<file path="src/rtl/ipv4_ttl_proc.sv">
// ipv4_ttl_proc
//   Reads the Ethernet/IPv4 packet at PKT_BASE. If it is IPv4 with TTL > 1,
//   the engine decrements the TTL and patches the header checksum in place
//   with the RFC 1624 incremental update. ready_o is raised when it finishes.
//
// Ports
//   clk, rst      rising-edge clock, synchronous active-high reset
//   start_i       level request; one run per rising level (DONE waits for 0)
//   mem_ce_o      access enable
//   mem_we_o      1 = write, 0 = read (only meaningful with mem_ce_o)
//   mem_addr_o    byte address of the access
//   mem_width_o   access size in bytes (1/2/4), 0 when idle
//   mem_data_o    write data, right-aligned, upper bits zero
//   mem_data_i    combinational read data, right-aligned, big-endian
//   ready_o       registered, 1 exactly while in DONE
//   state_o       current FSM state, for observation only
//
// Handshake: there is no valid/ready pair on the memory side. A read returns
// data in the same cycle as mem_ce_o=1/mem_we_o=0 and is captured at that
// cycle's rising edge; a write commits at the rising edge of its cycle.
// start_i is a level: a run begins when IDLE samples start_i=1, and ready_o
// holds until start_i returns to 0.

module ipv4_ttl_proc #(
  parameter int unsigned ADDR_W   = 32,
  parameter int unsigned DATA_W   = 32,
  parameter logic [ADDR_W-1:0] PKT_BASE = '0
) (
  input  logic              clk,
  input  logic              rst,
  input  logic              start_i,
  output logic              mem_ce_o,
  output logic              mem_we_o,
  output logic [ADDR_W-1:0] mem_addr_o,
  output logic [3:0]        mem_width_o,
  output logic [DATA_W-1:0] mem_data_o,
  input  logic [DATA_W-1:0] mem_data_i,
  output logic              ready_o,
  output logic [2:0]        state_o
);

  typedef enum logic [2:0] {
    IDLE     = 3'd0,
    RD_ETYPE = 3'd1,
    RD_TTL   = 3'd2,
    WR_TTL   = 3'd3,
    RD_CSUM  = 3'd4,
    WR_CSUM  = 3'd5,
    DONE     = 3'd6
  } state_t;

  localparam logic [ADDR_W-1:0] OFF_ETYPE = ADDR_W'(12);
  localparam logic [ADDR_W-1:0] OFF_TTL   = ADDR_W'(22);
  localparam logic [ADDR_W-1:0] OFF_CSUM  = ADDR_W'(24);

  state_t      state, state_nxt;
  logic [15:0] m_q;     // {TTL, protocol} as read
  logic [15:0] hc_q;    // header checksum as read
  logic [15:0] m_new;   // {TTL-1, protocol}
  logic [15:0] hc_new;  // updated checksum
  logic [15:0] rd_half;

  // 16-bit ones-complement add: the carry out of bit 15 wraps into bit 0.
  function automatic logic [15:0] oc_add(input logic [15:0] a, input logic [15:0] b);
    logic [16:0] s;
    s = {1'b0, a} + {1'b0, b};
    s = {1'b0, s[15:0]} + {16'd0, s[16]};
    return s[15:0];
  endfunction

  assign rd_half = mem_data_i[15:0];
  assign m_new   = {m_q[15:8] - 8'd1, m_q[7:0]};
  // HC' = ~(~HC + ~m + m'); a zero result is written unchanged.
  assign hc_new  = ~oc_add(oc_add(~hc_q, ~m_q), m_new);

  always_ff @(posedge clk) begin
    if (rst) begin
      state   <= IDLE;
      m_q     <= '0;
      hc_q    <= '0;
      ready_o <= 1'b0;
    end else begin
      state   <= state_nxt;
      ready_o <= (state_nxt == DONE);
      if (state == RD_TTL)  m_q  <= rd_half;
      if (state == RD_CSUM) hc_q <= rd_half;
    end
  end

  always_comb begin
    state_nxt   = state;
    mem_ce_o    = 1'b0;
    mem_we_o    = 1'b0;
    mem_addr_o  = '0;
    mem_width_o = 4'd0;
    mem_data_o  = '0;
    unique case (state)
      IDLE: begin
        if (start_i) state_nxt = RD_ETYPE;
      end
      RD_ETYPE: begin
        mem_ce_o    = 1'b1;
        mem_addr_o  = PKT_BASE + OFF_ETYPE;
        mem_width_o = 4'd2;
        state_nxt   = (rd_half == 16'h0800) ? RD_TTL : DONE;
      end
      RD_TTL: begin
        mem_ce_o    = 1'b1;
        mem_addr_o  = PKT_BASE + OFF_TTL;
        mem_width_o = 4'd2;
        state_nxt   = (rd_half[15:8] <= 8'd1) ? DONE : WR_TTL;
      end
      WR_TTL: begin
        mem_ce_o    = 1'b1;
        mem_we_o    = 1'b1;
        mem_addr_o  = PKT_BASE + OFF_TTL;
        mem_width_o = 4'd1;
        mem_data_o  = DATA_W'(m_new[15:8]);
        state_nxt   = RD_CSUM;
      end
      RD_CSUM: begin
        mem_ce_o    = 1'b1;
        mem_addr_o  = PKT_BASE + OFF_CSUM;
        mem_width_o = 4'd2;
        state_nxt   = WR_CSUM;
      end
      WR_CSUM: begin
        mem_ce_o    = 1'b1;
        mem_we_o    = 1'b1;
        mem_addr_o  = PKT_BASE + OFF_CSUM;
        mem_width_o = 4'd2;
        mem_data_o  = DATA_W'(hc_new);
        state_nxt   = DONE;
      end
      DONE: begin
        if (!start_i) state_nxt = IDLE;
      end
      default: state_nxt = IDLE;
    endcase
  end

  assign state_o = state;

endmodule

</file>
<file path="config.mk">
export PLATFORM = sky130hd
export DESIGN_NAME = ipv4_ttl_proc
export DESIGN_NICKNAME = d
export VERILOG_FILES = /design/src/rtl/ipv4_ttl_proc.sv
export SDC_FILE = /design/constraint.sdc
export NUM_CORES = 1
export LEC_CHECK = 0
export ABC_AREA = 1
export CAP_MARGIN = 20
export CORE_ASPECT_RATIO = 0.8
export CORE_MARGIN = 2
export CORE_UTILIZATION = 65
export CTS_CLUSTER_SIZE = 16
export DETAILED_ROUTE_END_ITERATION = 10
export DONT_BUFFER_PORTS = 1
export PLACE_DENSITY = 0.83
export RECOVER_POWER = 50
export SLEW_MARGIN = 0
export SYNTH_ARGS = -nofsm -noshare
export SYNTH_HDL_FRONTEND = slang
export SYNTH_SLANG_ARGS = --single-unit
</file>
<file path="constraint.sdc">
create_clock -name clk -period 12.6 [get_ports clk]
set_input_delay 0.63 -clock clk [delete_from_list [all_inputs] [get_ports clk]]
set_output_delay 0.63 -clock clk [all_outputs]
set_load 0.01 [all_outputs]
</file>
==> impl_summary.log, run 1 <==
[metrics] type of the tightest min-delay check: in -> reg
[metrics] final antenna diode count: 0
[metrics] per-cell routed wire length: 12.97 um
[metrics] area occupied by registers: 720.7 um^2
[metrics] Critical R2R Launch: state_o[2]
[metrics] post-synthesis sequential area ratio: 15.51%
[metrics] transition at the pin with the smallest max-transition slack: 0.9925 ns
[metrics] final count of pins violating max slew: 0
[metrics] setup repair after global routing missed its margin: false
[metrics] M2 GR Usage: 48.03%
[metrics] number of placement rows: 27
[metrics] I/O pin total: 109
[metrics] layer with the highest usage after global routing: met2
[metrics] critical path type: reg -> out
[metrics] synthesis-stage register bit count: 36
[metrics] total stage count of the critical path: 44
[metrics] layout overhead on the synthesized area: -0.3501%
[metrics] maximum number of pins on one net before global-route repair: 36
[metrics] TritonCTS clock tree: done
[metrics] met1 Resource Use GR: 37.98%
[metrics] routed vias: 4619
[metrics] die extent in y: 79.62 um
[metrics] minimum setup slack after placement: 5.746 ns
[metrics] cts repair resizes: 0
[metrics] antenna violations before repair: 0
[metrics] capture point of the critical path: mem_data_o[15]
[metrics] CTS H-tree lvls: 2
[metrics] first-pass iteration count of the detailed router: 5
[metrics] HPWL Detailed: 9.245 mm
[metrics] final setup violation count: 0
[metrics] logic depth of the worst register-to-register path: 5
[metrics] setup slack of the most critical reg-to-reg path: 10.44 ns
[metrics] fin crit period: 7.335 ns
[metrics] die area: 0.007844 mm^2
[metrics] routability congestion estimate from global placement: 0.9874
[metrics] run status: finished, final reports clean
[metrics] top fanout value on the critical path: 6
[metrics] global routing usage summed across all routing layers: 28.55%
[metrics] final-layout setup total negative slack: 0 ns
[metrics] total length of routed wires: 11.13 mm
[metrics] post-CTS setup buffer count: 0
[metrics] post-synthesis instance total: 774
[metrics] kind of capture point of the worst setup path: primary output
[metrics] clock tree root buffer cell: sky130_fd_sc_hd__clkbuf_8
[metrics] worst hold slack after final layout: 0.4102 ns
[metrics] multi-input gate area in the final layout: 0.003192 mm^2
[metrics] fraction of layout instances using a drive strength above 1: 8.431%
[metrics] crit path setup slack, layout: 5.265 ns
[metrics] unique cell type count in the Yosys netlist: 39
[metrics] final-stage net count: 844
[metrics] clock-pin slew reported for the worst setup and hold paths after clock tree synthesis: 0.07 ns
[metrics] post-detailed-route DRC marker count: 0
[metrics] beginning of the critical path: m_q[0]
[metrics] worst slew slack as a fraction of its limit: 33.67%
[metrics] Chip Width: 98.52 um
[metrics] crit path buf inv count: 5
[metrics] leftover overflow at the end of global routing: 0
[metrics] reg-to-reg critical path endpoint: state_o[2]
[metrics] worst clock skew on the final layout: 0.006031 ns
[metrics] worst hold path depth: 1
[metrics] ratio of final minimum period to clock period: 58.22%
[metrics] Most Frequent Cell on Critical Path: sky130_fd_sc_hd__nand2_1
[metrics] Clock Tree Buf Depth: 2
[metrics] met3 Track Usage GR: 4.991%
[metrics] synthesized area per cell: 6.002 um^2
[metrics] CP arrival: 6.71 ns
[metrics] number of warning messages in the yosys log: 0
[metrics] Fin. Hold Viols: 0
[metrics] number of sinks on the clock net: 36
[metrics] count of buffers from port buffering: 0
[metrics] Initial Util: 67.41%
[metrics] achievable clock frequency: 136.3 MHz
[metrics] cell with the biggest individual delay on the critical path: sky130_fd_sc_hd__fa_1
[metrics] clock latency reported for the late side of the worst-skew pair: 0.29 ns
[metrics] critical path data required time: 11.97 ns
[metrics] Via density: 5.383
[metrics] Num CTS Buffers: 5
[metrics] Crit path max-delay family: simple AND/OR/NAND/NOR gates
[metrics] max incr delay on CP: 0.39 ns
[metrics] number of maximum-capacitance violations: 0
[metrics] vias in the first global route: 4173
[metrics] area of the mapped netlist: 0.004646 mm^2
[metrics] Final ANT Viol Nets: 0
[metrics] leading cell type in the layout, fill and taps excluded: sky130_fd_sc_hd__nand2_1
[metrics] hold buffers post-CTS: 0
[metrics] most frequent cells in the layout: sky130_fd_sc_hd__nand2_1, sky130_fd_sc_hd__inv_1, sky130_fd_sc_hd__a21oi_1
[metrics] crit start category: flip-flop
[metrics] first-pass GRT wire length: 18.44 mm
[metrics] # fillers: 650
[metrics] Initial DRC Count: 330
[metrics] area inside the core boundary: 0.006892 mm^2
[worst reg2reg max path, stage by stage (launching register included)]
cell	delay [ns]
sky130_fd_sc_hd__dfxtp_1	0.57
sky130_fd_sc_hd__nor2_1	0.12
sky130_fd_sc_hd__nand2_1	0.75
sky130_fd_sc_hd__nor2_1	0.11
sky130_fd_sc_hd__a211oi_1	0.35
sky130_fd_sc_hd__a21oi_1	0.13
[routing by layer]
| metal | wire, um | share of wire (%) |
|---|---|---|
| met5 | 0 | 0 |
| met1 | 5071 | 46 |
| met3 | 894 | 8.0 |
| met2 | 4945 | 44 |
| met4 | 215 | 1.9 |
[through the flow]
step,std cells,instance area (um^2),util (%)
detailed placement,850,4543,65.92
global route,858,4629,67.18
CTS,858,4633,67.23
floorplan,819,4815,-
finish,858,4629,67.18
global placement,850,4543,65.92
[registers in the layout (all words and copies together) (netlist names)]
signal	count
hc_q	16
ready_o	1
m_q	16
state_o	3
[cell families after synthesis]
kind of cell	synth area share, %
compound gates	14.95
fa+ha+maj	10.83
simple gates	35.82
xor+xnor	3.393
flops	15.51
buf+inv	19.42
other cells	0.08072
[synthesized netlist by cell type]
cell type / n / area (um^2)
sky130_fd_sc_hd__a211oi_1: 1 / 7.510
sky130_fd_sc_hd__xor2_1: 16 / 140.1
sky130_fd_sc_hd__and2_4: 1 / 8.760
sky130_fd_sc_hd__buf_2: 1 / 5.000
sky130_fd_sc_hd__nand3b_4: 2 / 40.04
sky130_fd_sc_hd__conb_1: 1 / 3.750
sky130_fd_sc_hd__dfxtp_1: 36 / 720.7
sky130_fd_sc_hd__a21oi_2: 4 / 35.03
sky130_fd_sc_hd__fa_1: 2 / 40.04
sky130_fd_sc_hd__a32o_1: 1 / 10.01
sky130_fd_sc_hd__inv_2: 5 / 18.77
sky130_fd_sc_hd__buf_4: 46 / 345.3
sky130_fd_sc_hd__xnor2_1: 2 / 17.52
sky130_fd_sc_hd__nand3_1: 53 / 265.3
sky130_fd_sc_hd__a22oi_1: 1 / 7.510
sky130_fd_sc_hd__a22o_1: 1 / 8.760
sky130_fd_sc_hd__nor2_4: 7 / 78.83
sky130_fd_sc_hd__o21ai_1: 1 / 5.000
sky130_fd_sc_hd__nand4_2: 1 / 12.51
sky130_fd_sc_hd__o21bai_1: 6 / 45.04
sky130_fd_sc_hd__nand4_1: 5 / 31.28
sky130_fd_sc_hd__nor2_1: 56 / 210.2
sky130_fd_sc_hd__o21ai_0: 47 / 235.2
sky130_fd_sc_hd__nand2_1: 183 / 686.9
sky130_fd_sc_hd__nor2_2: 6 / 37.54
sky130_fd_sc_hd__ha_1: 37 / 462.9
sky130_fd_sc_hd__inv_1: 132 / 495.5
sky130_fd_sc_hd__o211a_1: 1 / 10.01
sky130_fd_sc_hd__nand3_2: 6 / 60.06
sky130_fd_sc_hd__nor3_1: 6 / 30.03
sky130_fd_sc_hd__nor4_1: 3 / 18.77
sky130_fd_sc_hd__a21oi_1: 62 / 310.3
sky130_fd_sc_hd__a31oi_1: 1 / 6.260
sky130_fd_sc_hd__o21a_1: 1 / 7.510
sky130_fd_sc_hd__or2_2: 1 / 6.260
sky130_fd_sc_hd__clkbuf_1: 10 / 37.54
sky130_fd_sc_hd__nand3b_1: 2 / 15.01
sky130_fd_sc_hd__nand2_2: 26 / 162.7
sky130_fd_sc_hd__o22ai_1: 1 / 6.260
[area by class of cell]
| class | count | area share, % |
|---|---|---|
| inverters | 137 | 11.11 |
| repair buffers | 1 | 0.08108 |
| clock buffers | 8 | 1.946 |
| well taps | 87 | 2.351 |
| multi-input cells | 589 | 68.95 |
| flip-flops and latches | 36 | 15.57 |
[worst min path at each step]
stage,from,end
global route,rst,state_o[1]
finish,rst,state_o[1]
global placement,hc_q[2],hc_q[2]
floorplan,hc_q[10],hc_q[10]
CTS,rst,state_o[1]
detailed placement,hc_q[3],hc_q[3]
Power of run 1 is left out: the tool's default activity adds up to more than one toggle a clock period on the data nets, which glitch-free logic cannot reach.
==> inputs of run 2 (changes only) <==
--- a/config.mk
+++ b/config.mk
@@ -5,7 +5,7 @@
 export SDC_FILE = /design/constraint.sdc
 export NUM_CORES = 1
 export LEC_CHECK = 0
-export ABC_AREA = 1
+export ABC_AREA = 0
 export CAP_MARGIN = 20
 export CORE_ASPECT_RATIO = 0.8
 export CORE_MARGIN = 2
==> constraint.sdc (replaced) <==
create_clock -name clk -period 7.1 [get_ports clk]
set_input_delay 0.355 -clock clk [delete_from_list [all_inputs] [get_ports clk]]
set_output_delay 0.355 -clock clk [all_outputs]
set_load 0.01 [all_outputs]
==> run 2 against run 1 <==
  * Core utilization is 6.8 points higher
  * Clock-buffer cell count is 3 lower
  * First-iteration DRC count fell by 19%
  * Global-route usage decreased by 0.28 points
  * Sequential share of layout area shrank 0.34 points
  * Via count shrank 8.8%
  * Cell count decreased by 19%
  * Synthesized cell count shrank 23%
  * Setup slack got worse by 5.1 ns
  * Sequential cell count is the same
  * Non-clock buffer count increased by 27
==> impl_summary.log, run 2 <==
[metrics] Initial Util: 67.99% (+0.58 points)
[metrics] fin crit period: 6.917 ns
[metrics] ratio of final minimum period to clock period: 97.42%
[metrics] TritonCTS clock tree: done
[metrics] unique cell type count in the Yosys netlist: 78 (+100%)
[metrics] area of the mapped netlist: 0.004379 mm^2 (-5.7%)
[metrics] count of buffers from port buffering: 0 (unchanged)
[metrics] global routing usage summed across all routing layers: 28.27% (-0.28 points)
[metrics] first-pass iteration count of the detailed router: 5 (unchanged)
[metrics] clock latency reported for the late side of the worst-skew pair: 0.30 ns (about the same)
[metrics] final-layout setup total negative slack: 0 ns (unchanged)
[metrics] synthesis-stage register bit count: 36 (unchanged)
[metrics] HPWL Detailed: 8.167 mm (-12%)
[metrics] crit path buf inv count: 2 (-3)
[metrics] CP arrival: 6.56 ns (-0.15 ns)
[metrics] minimum setup slack after placement: -0.06068 ns (-5.806 ns)
[metrics] Max IR drop VDD: 223.9 uV
[metrics] clock tree root buffer cell: sky130_fd_sc_hd__clkbuf_8
[metrics] vias in the first global route: 3614 (-13%)
[metrics] EDFF count, synth: 0 (unchanged)
[metrics] total length of routed wires: 11.27 mm (+1.3%)
[metrics] worst slew slack as a fraction of its limit: 38.60% (+4.9 points)
[metrics] leading cell type in the layout, fill and taps excluded: sky130_fd_sc_hd__nand2_1
[metrics] Fin. Hold Viols: 0 (unchanged)
[metrics] dominant cell by count in the synthesized netlist: sky130_fd_sc_hd__nand2_1
[metrics] leakage component of the power: 1.778 nW
[metrics] clock-pin slew reported for the worst setup and hold paths after clock tree synthesis: 0.08 ns (about the same)
[metrics] routability congestion estimate from global placement: 0.8541 (-14%)
[metrics] setup slack of the most critical reg-to-reg path: 5.25 ns (-5.19 ns)
[metrics] CTS H-tree lvls: 2 (unchanged)
[metrics] final count of pins violating max slew: 0 (unchanged)
[metrics] Crit path max-delay family: compound AO/OA/AOI/OAI gates
[metrics] die area: 0.007414 mm^2 (-5.5%)
[metrics] leftover overflow at the end of global routing: 0 (unchanged)
[metrics] run status: finished, final reports clean
[metrics] number of maximum-capacitance violations: 0 (unchanged)
[metrics] Initial DRC Count: 267 (-19%)
[metrics] I/O pin total: 109 (unchanged)
[metrics] layout overhead on the synthesized area: 8.800%
[metrics] first-pass GRT wire length: 16.74 mm (-9.2%)
[metrics] fraction of layout instances using a drive strength above 1: 16.23% (+7.8 points)
[metrics] most frequent cells in the layout: sky130_fd_sc_hd__nand2_1, sky130_fd_sc_hd__a21oi_1, sky130_fd_sc_hd__conb_1
[metrics] final-stage net count: 683 (-19%)
[metrics] number of sinks on the clock net: 36 (unchanged)
[metrics] die extent in y: 77.42 um (-2.8%)
[metrics] area inside the core boundary: 0.006441 mm^2 (-6.5%)
[metrics] top fanout value on the critical path: 3 (-3)
[metrics] final antenna diode count: 0 (unchanged)
[metrics] post-synthesis sequential area ratio: 16.46% (+0.94 points)
[metrics] number of warning messages in the yosys log: 0 (unchanged)
[metrics] Via density: 6.068 (+13%)
[metrics] crit start category: flip-flop
[metrics] final setup violation count: 0 (unchanged)
[metrics] Final ANT Viol Nets: 0 (unchanged)
[metrics] achievable clock frequency: 144.6 MHz
[metrics] number of standard cells in the layout, taps in and fillers out: 694 (-19%)
[metrics] critical path data required time: 6.74 ns (-5.23 ns)
[metrics] per-cell routed wire length: 16.24 um (+25%)
[metrics] crit path setup slack, layout: 0.1834 ns (-5.081 ns)
[metrics] PwrDens: 316.5 mW/mm^2
[metrics] routed vias: 4211 (-8.8%)
[metrics] post-detailed-route DRC marker count: 0 (unchanged)
[metrics] async set-reset flop share out of synthesis: 0% (unchanged)
[metrics] synthesized area per cell: 7.360 um^2 (+23%)
[metrics] antenna violations before repair: 0 (unchanged)
[metrics] cell type contributing the most total cell area after synthesis: sky130_fd_sc_hd__dfxtp_1
[metrics] max incr delay on CP: 0.44 ns (+0.05 ns)
[metrics] Most used DFF post-synth: sky130_fd_sc_hd__dfxtp_1
[metrics] top area cells in the synthesized netlist: sky130_fd_sc_hd__dfxtp_1, sky130_fd_sc_hd__ha_1, sky130_fd_sc_hd__nand2_1
[metrics] top cells by instance count after synthesis: sky130_fd_sc_hd__nand2_1, sky130_fd_sc_hd__a21oi_1, sky130_fd_sc_hd__buf_4, sky130_fd_sc_hd__inv_1, sky130_fd_sc_hd__ha_1
[metrics] kind of capture point of the worst setup path: primary output
[metrics] Tot Pwr: 0.001508 W
[metrics] transition at the pin with the smallest max-transition slack: 0.9205 ns (-0.07205 ns)
[metrics] maximum number of pins on one net before global-route repair: 37 (+2.8%)
[metrics] area share of the leading cell type in the synthesized netlist: 16.46% (+0.94 points)
[metrics] Num CTS Buffers: 5 (unchanged)
[metrics] cell with the biggest individual delay on the critical path: sky130_fd_sc_hd__o41a_1
[metrics] worst clock skew on the final layout: 0.01251 ns (+0.006477 ns)
[metrics] Clock Tree Buf Depth: 2 (unchanged)
[metrics] post-synthesis instance total: 595 (-23%)
[metrics] hold buffers post-CTS: 0 (unchanged)
[metrics] number of placed instances, taps included: 664 (-22%)
[metrics] critical path type: reg -> out
[metrics] type of the tightest min-delay check: in -> reg
[metrics] Chip Width: 95.77 um (-2.8%)
[metrics] number of placement rows: 26 (-3.7%)
[metrics] # fillers: 501 (-23%)
-- run 2: layer usage --
metal  part of all wire (%)  global-route usage, %  wire (um)
met4                    1.8                  6.429        199
met1                     43                  38.01       4822
met3                    6.2                  4.369        699
met5                      0                      0          0
met2                     49                  47.41       5546
-- run 2: final timing paths --
path                    from        endpoint  cells past startpoint
hold / removal           rst         hc_q[6]                      1
hold reg to reg      hc_q[2]         hc_q[2]                      2
setup / recovery      m_q[0]  mem_data_o[15]                     33
setup reg to reg  state_o[2]         hc_q[9]                      3
-- run 2: per-stage QoR --
stage	utilization, %	hold slack [ns]	area (um^2)
2_1_floorplan	-	0.4363	4548
3_3_place_gp	66.10	0.4272	4258
3_5_place_dp	66.10	0.4290	4258
4_1_cts	69.02	0.1075	4446
5_1_grt	73.97	0.1076	4765
6_report	73.97	0.1161	4765
-- run 2: kinds of logic (layout without fill, tap and decap cells) --
logic type	after synthesis	count (layout)	synth area share, %
other	1	46	0.08563
adder cells (fa/ha/maj)	39	39	11.49
multiplexers	1	1	0.2571
AND/OR/NAND/NOR	220	220	25.71
AO/OA/AOI/OAI	137	137	21.20
buffers and inverters	107	77	13.57
flip-flops	36	36	16.46
XOR/XNOR	54	54	11.23
-- run 2: layout make-up --
class                           instances  area (um^2)  area share, %
Multi-Input combinational cell        497         3446          72.32
Sequential cell                        36        725.7          15.23
Timing Repair Buffer                   28        222.7          4.674
Inverter                               41        153.9          3.230
Tap cell                               84        105.1          2.206
Clock buffer                            5        68.82          1.444
Clock inverter                          3        42.54         0.8929
-- run 2: what timing repair did --
action                                  CTS  global route
hold endpoints to repair                  0             0
endpoints found under the setup margin   11            12
resized for setup                         9            47
pin swaps                                 9            35
buffers inserted                          5            17
-- run 2: report_power, final --
group	internal, W	switching (W)	total [W]
sequential	0.000218	0.0000212	0.000239
combinational	0.000466	0.000622	0.00109
clock	0.000104	0.0000772	0.000181
-- run 2: worst register-to-register path: stages, from the launching register on --
cell,delay [ns]
sky130_fd_sc_hd__dfxtp_1,0.66
sky130_fd_sc_hd__and2_0,0.81
sky130_fd_sc_hd__nand2_1,0.14
sky130_fd_sc_hd__a21oi_1,0.18
Note: power is estimated with default switching activity, not from simulation.
==> inputs of run 3 (changes only) <==
--- a/config.mk
+++ b/config.mk
@@ -10,6 +10,7 @@
 export CORE_ASPECT_RATIO = 0.8
 export CORE_MARGIN = 2
 export CORE_UTILIZATION = 65
+export CTS_BUF_LIST = sky130_fd_sc_hd__clkbuf_16
 export CTS_CLUSTER_SIZE = 16
 export DETAILED_ROUTE_END_ITERATION = 10
 export DONT_BUFFER_PORTS = 1
==> run 3 against run 2 <==
  * Combinational power about the same
  * Non-clock buffer count unchanged
  * Clock power up 39%
  * Sequential share of layout area down 0.19 points
  * Clock-buffer cell count unchanged
  * Cell count unchanged
  * First-iteration DRC count up 4.1%
  * Clock skew down 0.0027 ns
  * Hold slack better by 0.015 ns
  * Setup slack better by 0.040 ns
  * Largest cell class unchanged
  * Highest routed layer unchanged
==> impl_summary.log, run 3 (synthesis results as in run 2) <==
[metrics] worst hold slack after final layout: 0.1308 ns (+0.01470 ns)
[metrics] leftover overflow at the end of global routing: 0 (unchanged)
[metrics] CP arrival: 6.52 ns (-0.04 ns)
[metrics] Initial Util: 67.99% (unchanged)
[metrics] hold buffers post-CTS: 0 (unchanged)
[metrics] die extent in y: 77.42 um (unchanged)
[metrics] Final Instance Area: 0.004817 mm^2 (+1.1%)
[metrics] Num CTS Buffers: 5 (unchanged)
[metrics] clock-pin slew reported for the worst setup and hold paths after clock tree synthesis: 0.05 ns (-0.03 ns)
[metrics] crit path buf inv count: 1 (-1)
[metrics] Clock Tree Buf Depth: 2 (unchanged)
[metrics] max incr delay on CP: 0.44 ns (about the same)
[metrics] transition at the pin with the smallest max-transition slack: 0.8636 ns (-0.05688 ns)
[metrics] worst clock skew on the final layout: 0.009829 ns (-0.002680 ns)
[metrics] number of maximum-capacitance violations: 0 (unchanged)
[metrics] part of the power in registers: 15.2% (-0.7 points)
[metrics] top fanout value on the critical path: 5 (+2)
[metrics] layout overhead on the synthesized area: 10.00%
[metrics] first-pass iteration count of the detailed router: 5 (unchanged)
[metrics] clock latency reported for the late side of the worst-skew pair: 0.29 ns (about the same)
[metrics] final setup violation count: 0 (unchanged)
[metrics] I/O pin total: 109 (unchanged)
[metrics] crit start category: flip-flop
[metrics] final antenna diode count: 0 (unchanged)
[metrics] final count of pins violating max slew: 0 (unchanged)
[metrics] number of placement rows: 26 (unchanged)
[metrics] type of the tightest min-delay check: in -> reg
[metrics] kind of capture point of the worst setup path: primary output
[metrics] minimum setup slack after placement: -0.06068 ns (unchanged)
[metrics] Via density: 6.040 (-0.45%)
[metrics] Area after DPL: 0.004258 mm^2 (unchanged)
[metrics] leakage component of the power: 1.804 nW (+1.5%)
[metrics] PwrDens: 326.9 mW/mm^2 (+3.3%)
[metrics] clock tree root buffer cell: sky130_fd_sc_hd__clkbuf_16
[metrics] ratio of final minimum period to clock period: 96.85% (-0.56 points)
[metrics] Max IR drop VDD: 225.1 uV (+0.52%)
[metrics] final-stage net count: 683 (unchanged)
[metrics] most frequent cells in the layout: sky130_fd_sc_hd__nand2_1, sky130_fd_sc_hd__a21oi_1, sky130_fd_sc_hd__conb_1
[metrics] critical path data required time: 6.74 ns (about the same)
[metrics] crit path setup slack, layout: 0.2234 ns (+0.04005 ns)
[metrics] achievable clock frequency: 145.4 MHz (+0.58%)
[metrics] cell internal pwr: 0.0008481 W (+7.7%)
[metrics] vias in the first global route: 3662 (+1.3%)
[metrics] global routing usage summed across all routing layers: 28.78% (+0.52 points)
[metrics] final-layout setup total negative slack: 0 ns (unchanged)
[metrics] Most Frequent Cell on Critical Path: sky130_fd_sc_hd__a21o_1
[metrics] Crit path max-delay family: compound AO/OA/AOI/OAI gates
[metrics] # fillers: 487 (-2.8%)
[metrics] Combinational Power Share: 68.8% (-3.3 points)
[metrics] routed vias: 4192 (-0.45%)
[metrics] count of buffers from port buffering: 0 (unchanged)
[metrics] number of sinks on the clock net: 36 (unchanged)
[metrics] per-cell routed wire length: 16.30 um (+0.38%)
[metrics] routability congestion estimate from global placement: 0.8541 (unchanged)
[metrics] Chip Width: 95.77 um (unchanged)
[metrics] first-pass GRT wire length: 17.04 mm (+1.8%)
[metrics] switching pwr: 0.0007267 W (+0.93%)
[metrics] cell with the biggest individual delay on the critical path: sky130_fd_sc_hd__o41a_1
[metrics] Final ANT Viol Nets: 0 (unchanged)
[metrics] multi-input gate area in the final layout: 0.003443 mm^2 (about the same)
[metrics] fraction of layout instances using a drive strength above 1: 15.74% (-0.49 points)
[metrics] net switching share of the total power: 46.14% (-1.6 points)
[metrics] critical path type: reg -> out
[metrics] TritonCTS clock tree: done
[metrics] Initial DRC Count: 278 (+4.1%)
[metrics] run status: finished, final reports clean
[metrics] area inside the core boundary: 0.006441 mm^2 (unchanged)
[metrics] leading cell type in the layout, fill and taps excluded: sky130_fd_sc_hd__nand2_1
[metrics] fin crit period: 6.877 ns (-0.04005 ns)
[metrics] worst slew slack as a fraction of its limit: 42.39% (+3.8 points)
[metrics] area occupied by registers: 724.4 um^2 (-0.17%)
[metrics] CTS H-tree lvls: 2 (unchanged)
[metrics] total length of routed wires: 11.31 mm (+0.38%)
[metrics] Fin. Hold Viols: 0 (unchanged)
[metrics] clock network fraction of design power: 16.0% (+4.0 points)
[metrics] antenna violations before repair: 0 (unchanged)
[metrics] Tot Pwr: 0.001575 W (+4.4%)
[metrics] die area: 0.007414 mm^2 (unchanged)
[metrics] post-detailed-route DRC marker count: 0 (unchanged)
[metrics] maximum number of pins on one net before global-route repair: 37 (unchanged)
[metrics] HPWL Detailed: 8.167 mm (unchanged)
-- run 3: final cells by class --
cell class / count / share of cell area, %
Timing Repair Buffer: 28 / 4.623
Tap cell: 84 / 2.182
Multi-Input combinational cell: 497 / 71.48
Clock inverter: 3 / 0.8831
Sequential cell: 36 / 15.04
Inverter: 41 / 3.195
Clock buffer: 5 / 2.597
-- run 3: power by group through the flow --
stage          sequential, W  combinational (W)  clock [W]
2_1_floorplan       0.000233           0.000760          0
3_3_place_gp        0.000241           0.000866          0
3_5_place_dp        0.000242           0.000889          0
4_1_cts             0.000238           0.000916   0.000252
5_1_grt             0.000242            0.00118   0.000259
6_report            0.000239            0.00108   0.000252
-- run 3: per-stage QoR --
step / instances / util [%]
5_1_grt: 694 / 74.79
4_1_cts: 677 / 69.83
6_report: 694 / 74.79
3_3_place_gp: 664 / 66.10
2_1_floorplan: 640 / -
3_5_place_dp: 664 / 66.10
-- run 3: layer usage --
metal	global-route usage (%)	wire, um	part of all wire (%)
met2	47.97	5553	49
met1	38.48	4774	42
met3	4.563	740	6.5
met4	7.571	242	2.1
met5	0	0	0
-- run 3: worst paths after layout --
path	slack [ns]	depth (start not counted)	startpoint	endpoint
worst max-delay path	0.22	31	m_q[2]	mem_data_o[15]
worst min-delay path	0.13	1	rst	hc_q[0]
worst max register to register	5.21	4	state_o[1]	m_q[0]
worst min register to register	0.45	2	hc_q[0]	hc_q[0]
-- run 3: timing repair --
action                     CTS  global route
setup endpoints to repair   11            12
setup buffers                5            17
pin swaps                    9            35
gates resized for setup      7            46
gates cloned                 0             0
